[config.mk]
export PLATFORM = sky130hd
export DESIGN_NAME = instruction_fetch
export DESIGN_NICKNAME = d
export VERILOG_FILES = /design/src/rtl/mips_pkg.sv /design/src/rtl/if_id_reg.sv /design/src/rtl/instruction_fetch.sv
export SDC_FILE = /design/constraint.sdc
export NUM_CORES = 1
export LEC_CHECK = 0
export BUFFER_PORTS_ARGS = -buffer_cell sky130_fd_sc_hd__buf_4
export CORE_ASPECT_RATIO = 0.8
export CORE_UTILIZATION = 55
export CTS_BUF_LIST = sky130_fd_sc_hd__clkbuf_2 sky130_fd_sc_hd__clkbuf_4 sky130_fd_sc_hd__clkbuf_8
export DETAILED_ROUTE_END_ITERATION = 16
export PLACE_DENSITY = 0.83
export SLEW_MARGIN = 20
export SYNTH_ARGS = -nofsm -noshare
export SYNTH_HDL_FRONTEND = slang
export SYNTH_SLANG_ARGS = --single-unit
[constraint.sdc]
create_clock -name clk -period 12.5 [get_ports clk]
set_input_delay 1.25 -clock clk [delete_from_list [all_inputs] [get_ports clk]]
set_output_delay 1.25 -clock clk [all_outputs]
set_load 0.01 [all_outputs]
[src/rtl/mips_pkg.sv]
// Shared definitions for the MIPS pipeline: datapath width, bubble encoding,
// PC increment and the fetch-stage state type.
package mips_pkg;

  localparam int XLEN = 32;
  localparam logic [31:0] NOP_INSTR = 32'h0000_0000;
  localparam int PC_INCR = 4;

  typedef enum logic [1:0] {
    ISSUE,
    WAIT,
    HOLD
  } fetch_state_t;

endpackage

[src/rtl/if_id_reg.sv]
// IF/ID pipeline register: instruction, PC+4 and valid, with load, hold and
// flush (bubble) controls. Flush has priority over load.
module if_id_reg #(
  parameter int XLEN = mips_pkg::XLEN,
  parameter logic [XLEN-1:0] NOP_INSTR = mips_pkg::NOP_INSTR
) (
  input  logic            clk,
  input  logic            reset,
  input  logic            load,
  input  logic            flush,
  input  logic [XLEN-1:0] instr_in,
  input  logic [XLEN-1:0] pc_plus4_in,
  output logic [XLEN-1:0] instr,
  output logic [XLEN-1:0] pc_plus4,
  output logic            valid
);

  // Neither load nor flush means the register holds (decode stalled).
  always_ff @(posedge clk or posedge reset) begin
    if (reset) begin
      instr    <= NOP_INSTR;
      pc_plus4 <= '0;
      valid    <= 1'b0;
    end else if (flush) begin
      instr    <= NOP_INSTR;
      pc_plus4 <= '0;
      valid    <= 1'b0;
    end else if (load) begin
      instr    <= instr_in;
      pc_plus4 <= pc_plus4_in;
      valid    <= 1'b1;
    end
  end

endmodule

[src/rtl/instruction_fetch.sv]
// Instruction fetch stage: request/ready fetch from instruction memory, PC
// update, stall parking and branch/jump redirect with wrong-path discard.
module instruction_fetch
  import mips_pkg::*;
#(
  parameter int XLEN = mips_pkg::XLEN,
  parameter logic [XLEN-1:0] NOP_INSTR = mips_pkg::NOP_INSTR
) (
  input  logic            clk,
  input  logic            reset,
  input  logic [XLEN-1:0] pc_current,
  output logic            pc_write,
  output logic [XLEN-1:0] pc_next,
  output logic            imem_req,
  output logic [XLEN-1:0] imem_addr,
  input  logic            imem_ready,
  input  logic [XLEN-1:0] imem_rdata,
  input  logic            stall,
  input  logic            redirect_valid,
  input  logic [XLEN-1:0] redirect_target,
  output logic [XLEN-1:0] if_id_instr,
  output logic [XLEN-1:0] if_id_pc_plus4,
  output logic            if_id_valid
);

  localparam logic [XLEN-1:0] INCR = XLEN'(PC_INCR);

  fetch_state_t    state, next_state;
  logic            discard, next_discard;
  logic [XLEN-1:0] req_addr;
  logic [XLEN-1:0] hold_instr;
  logic [XLEN-1:0] hold_pc4;
  logic            capture_req;
  logic            park;
  logic [XLEN-1:0] fetch_pc;
  logic [XLEN-1:0] fetch_pc4;
  logic            response;
  logic            ifid_load;
  logic            ifid_flush;
  logic [XLEN-1:0] ifid_instr_d;
  logic [XLEN-1:0] ifid_pc4_d;

  // Once a request has waited a cycle, its address comes from req_addr so it
  // stays fixed even if the PC is redirected underneath it.
  assign fetch_pc  = (state == WAIT) ? req_addr : pc_current;
  assign fetch_pc4 = fetch_pc + INCR;
  assign imem_req  = (state != HOLD);
  assign imem_addr = fetch_pc;
  assign response  = imem_req & imem_ready;

  always_comb begin
    next_state   = state;
    next_discard = discard;
    capture_req  = 1'b0;
    park         = 1'b0;
    pc_write     = 1'b0;
    pc_next      = fetch_pc4;
    ifid_load    = 1'b0;
    ifid_instr_d = imem_rdata;
    ifid_pc4_d   = fetch_pc4;

    if (redirect_valid) begin
      pc_write = 1'b1;
      pc_next  = redirect_target;
      if (state == HOLD) begin
        next_state = ISSUE;
      end else if (response) begin
        next_discard = 1'b0;
        next_state   = ISSUE;
      end else begin
        // The outstanding request must still complete; mark it wrong-path.
        next_discard = 1'b1;
        next_state   = WAIT;
        capture_req  = (state == ISSUE);
      end
    end else if (response) begin
      if (discard) begin
        next_discard = 1'b0;
        next_state   = ISSUE;
      end else if (!stall) begin
        ifid_load  = 1'b1;
        pc_write   = 1'b1;
        next_state = ISSUE;
      end else begin
        park       = 1'b1;
        next_state = HOLD;
      end
    end else begin
      case (state)
        ISSUE: begin
          capture_req = 1'b1;
          next_state  = WAIT;
        end
        HOLD: begin
          if (!stall) begin
            ifid_load    = 1'b1;
            ifid_instr_d = hold_instr;
            ifid_pc4_d   = hold_pc4;
            pc_write     = 1'b1;
            pc_next      = hold_pc4;
            next_state   = ISSUE;
          end
        end
        default: next_state = state;
      endcase
    end
  end

  // A redirect always kills decode; otherwise an unstalled cycle without a
  // delivered instruction inserts a bubble.
  assign ifid_flush = redirect_valid | (~stall & ~ifid_load);

  always_ff @(posedge clk or posedge reset) begin
    if (reset) begin
      state   <= ISSUE;
      discard <= 1'b0;
    end else begin
      state   <= next_state;
      discard <= next_discard;
    end
  end

  always_ff @(posedge clk or posedge reset) begin
    if (reset) begin
      req_addr   <= '0;
      hold_instr <= NOP_INSTR;
      hold_pc4   <= '0;
    end else begin
      if (capture_req) begin
        req_addr <= pc_current;
      end
      if (park) begin
        hold_instr <= imem_rdata;
        hold_pc4   <= fetch_pc4;
      end
    end
  end

  if_id_reg #(
    .XLEN      (XLEN),
    .NOP_INSTR (NOP_INSTR)
  ) u_if_id_reg (
    .clk         (clk),
    .reset       (reset),
    .load        (ifid_load),
    .flush       (ifid_flush),
    .instr_in    (ifid_instr_d),
    .pc_plus4_in (ifid_pc4_d),
    .instr       (if_id_instr),
    .pc_plus4    (if_id_pc_plus4),
    .valid       (if_id_valid)
  );

endmodule

==> impl_metrics.env <==
export IMPL_status="completed"
export IMPL_fin_crit_sh_pct=41.7
export IMPL_slew_viol_final=0
export IMPL_yosys_top_cells_count="nand2_1 (238), dfrtp_1 (164), nor2_1 (50)"
export IMPL_gp_congestion=0.984
export IMPL_async_flop_share_pct=100
export IMPL_numCtsBuffers=17
export IMPL_dr_pass1_iters=7
export IMPL_hold_depth=2
export IMPL_synth_fp_nets=1037
export IMPL_r2r_slack_ps=9060
export IMPL_slew_headroom_pct=30.8
export IMPL_drc=0
export IMPL_skew_ps=12.8
export IMPL_crit_start="state[1]$_DFFE_PP0P_"
export IMPL_hold_viol=0
export IMPL_yosys_top_cells_area="dfrtp_1 (47%), nand2_1 (10%), mux2_2 (6.0%)"
export IMPL_finalSetupViolations=0
export IMPL_netlist_area_sq_mm=0.00878
export IMPL_syn_inst=935
export IMPL_yosys_warnings=0
export IMPL_instances_no_fill=1354
export IMPL_worstHoldStart="hold_instr[25]$_DFFE_PP0P_"
export IMPL_max_freq_ghz=0.192
export IMPL_wire_per_inst_um=19.7
export IMPL_place_area_sq_mm=0.0106
export IMPL_holdPathEnd="hold_instr[25]$_DFFE_PP0P_"
export IMPL_core_rowCount=40
export IMPL_netlist_area_leader_share_pct=46.8
export IMPL_dp_slack_ps=7800
export IMPL_via_count=8144
export IMPL_power_leakage_uw=0.00539
export IMPL_synth_most_common_cell="nand2_1"
export IMPL_cp_arrival_ps=3970
export IMPL_port_buffers=231
export IMPL_peakVddDrop_mv=0.111
export IMPL_synth_cell_types=61
export IMPL_max_cap_violations=0
export IMPL_ys_seq_area_share_pct=46.8
export IMPL_dieArea_sq_mm=0.0165
export IMPL_area_growth_pct=25.5
export IMPL_grt_setup_unrepaired="no"
export IMPL_n_fill_cell=1171
export IMPL_grt_pass1_vias=7691
export IMPL_die_w_um=143
export IMPL_clk_path_buf_depth=2
export IMPL_antenna_left=0
export IMPL_core_sq_mm=0.0153
export IMPL_io_pin_count=232
export IMPL_grt_usage_pct=33.1
export IMPL_grt_max_degree=105
export IMPL_cts_sinks=164
export IMPL_path_class="flop to output port"
export IMPL_critPathMaxFanout=37
export IMPL_worst_slack_ps=7280
export IMPL_routed_via_density=6.01
export IMPL_wl_mm=26.6
export IMPL_ctsResizeCount=0
export IMPL_cts_hold_buf=0
export IMPL_drtIter0Drc=939
export IMPL_fp_dieH_um=115
export IMPL_ys_ff_latch=164
export IMPL_cts_tree="yes"
export IMPL_post_cts_buffers=0
export IMPL_yosysTopAreaCell="dfrtp_1"
export IMPL_pwr_density_cell_mw_per_mm2=129
export IMPL_synth_edf_count=0
export IMPL_layout_drive_gt1_share_pct=30.9
export IMPL_critPathRequiredTime_ps=11250
export IMPL_antennaDiodeCount=0
export IMPL_r2r_cells=9
export IMPL_dp_cells=1322
export IMPL_avgSynthCellArea_sq_um=9.39
export IMPL_tns_ps=0
export IMPL_critPathCaptureType="output port"
export IMPL_hold_path_class="flop to flop"
export IMPL_num_nets_final=1233
export IMPL_rr_endpoint="u_if_id_reg.pc_plus4[20]$_DFFE_PP0P_"
export IMPL_synthFlopType="dfrtp_1"
export IMPL_crit_chain="nand2b_2 > buf_4 > nand2_1 > nand2_1 > ha_1 > o2111ai_1 > or3_1 > a31oi_1 > a21oi_1 > buf_4"
export IMPL_initial_core_util_pct=57.3
export IMPL_worst_pin_slew_ps=1040
export IMPL_cts_root_buf="clkbuf_8"
export IMPL_htreeDepth=4
export IMPL_path_clk_slew_ps=90
export IMPL_cpMaxStageDelayCell="dfrtp_1"
export IMPL_fin_crit_ps=5220
export IMPL_insertion_delay_ps=470
export IMPL_worst_setup_path_start_kind="flop"
export IMPL_dp_hpwl_mm=18.5
export IMPL_rr_startpoint="state[1]$_DFFE_PP0P_"
export IMPL_final_area_sq_mm=0.0110
export IMPL_grt_pass1_wl_mm=41.4
export IMPL_slowest_delay_ps=600
export IMPL_grt_remaining_overflow=0
export IMPL_antenna_found_initial=0
-- final cells by class --
type / instances / area [sq um] / share of cell area, %
clock buffers: 17 / 234 / 2.12
multi-input cells: 684 / 4340 / 39.4
flip-flops and latches: 164 / 4100 / 37.3
clock inverters: 15 / 169 / 1.53
repair buffers: 243 / 1820 / 16.6
inverters: 21 / 83.8 / 0.761
well taps: 210 / 263 / 2.39
-- critical path, delay by kind of cell, from the launching register on --
| kind | cells | cell delay [ps] |
|---|---|---|
| adder cells (fa/ha/maj) | 1 | 370 |
| AND/OR/NAND/NOR | 4 | 930 |
| AO/OA/AOI/OAI | 3 | 920 |
| flip-flops | 1 | 600 |
| buffers and inverters | 2 | 670 |
-- where the power goes --
group	leakage (uW)	switching, uW	total (uW)	internal [uW]
registers	0.00211	51.6	660	608
logic	0.00308	200	358	158
clock network	0.000202	217	400	183
-- worst max path at each step --
stage	end	slack (ps)	depth (start not counted)
floorplan	discard$_DFFE_PP0P_	6820	1
global placement	pc_next[6]	7880	6
detailed placement	pc_next[20]	7800	8
CTS	pc_next[20]	7380	10
global route	pc_next[20]	7130	10
finish	pc_next[20]	7280	10
-- placed cells by master, fill, tap and decap left out, types with 13 or more instances in the layout --
cell	netlist	routed
a222oi_1	17	17
mux2i_1	48	48
buf_4	3	243
inv_1	21	20
mux2_2	47	47
a21oi_1	17	17
nor3_1	37	35
clkbuf_8	0	17
xnor2_1	13	13
nand2_1	238	237
dfrtp_1	164	164
and3_1	15	15
nor2_1	50	49
o21ai_1	14	14
nand3_1	21	21
o21ai_0	42	42
-- metal layers --
| metal | track usage, % | up-vias | wire length [um] |
|---|---|---|---|
| li1 | - | 3691 | - |
| met5 | 0 | - | 0 |
| met3 | 10.7 | 68 | 3140 |
| met1 | 44.8 | 3907 | 10800 |
| met4 | 13.1 | 0 | 804 |
| met2 | 49.5 | 478 | 11800 |
-- per-stage QoR --
stage               hold slack [ps]  total power, uW  util (%)
floorplan                       438              865         -
finish                          481             1420      71.9
CTS                             480             1420      71.9
detailed placement              459             1020      69.3
global placement                450             1010      69.3
global route                    504             1480      71.9
-- flip-flops by register name, summed over array words and instances (netlist names) --
signal / count
req_addr: 32
discard: 1
u_if_id_reg.valid: 1
hold_pc4: 32
hold_instr: 32
u_if_id_reg.instr: 32
u_if_id_reg.pc_plus4: 32
state: 2
-- kinds of logic (layout without fill, tap and decap cells) --
logic type / after synthesis / after routing / synth area share (%)
AND/OR/NAND/NOR: 409 / 409 / 21.6
flip-flops: 164 / 164 / 46.8
AO/OA/AOI/OAI: 153 / 153 / 12.4
multiplexers: 102 / 102 / 12.9
buffers and inverters: 87 / 296 / 4.28
XOR/XNOR: 19 / 19 / 1.90
adder cells (fa/ha/maj): 1 / 1 / 0.143
No activity file was read; power rests on OpenSTA's default activity.
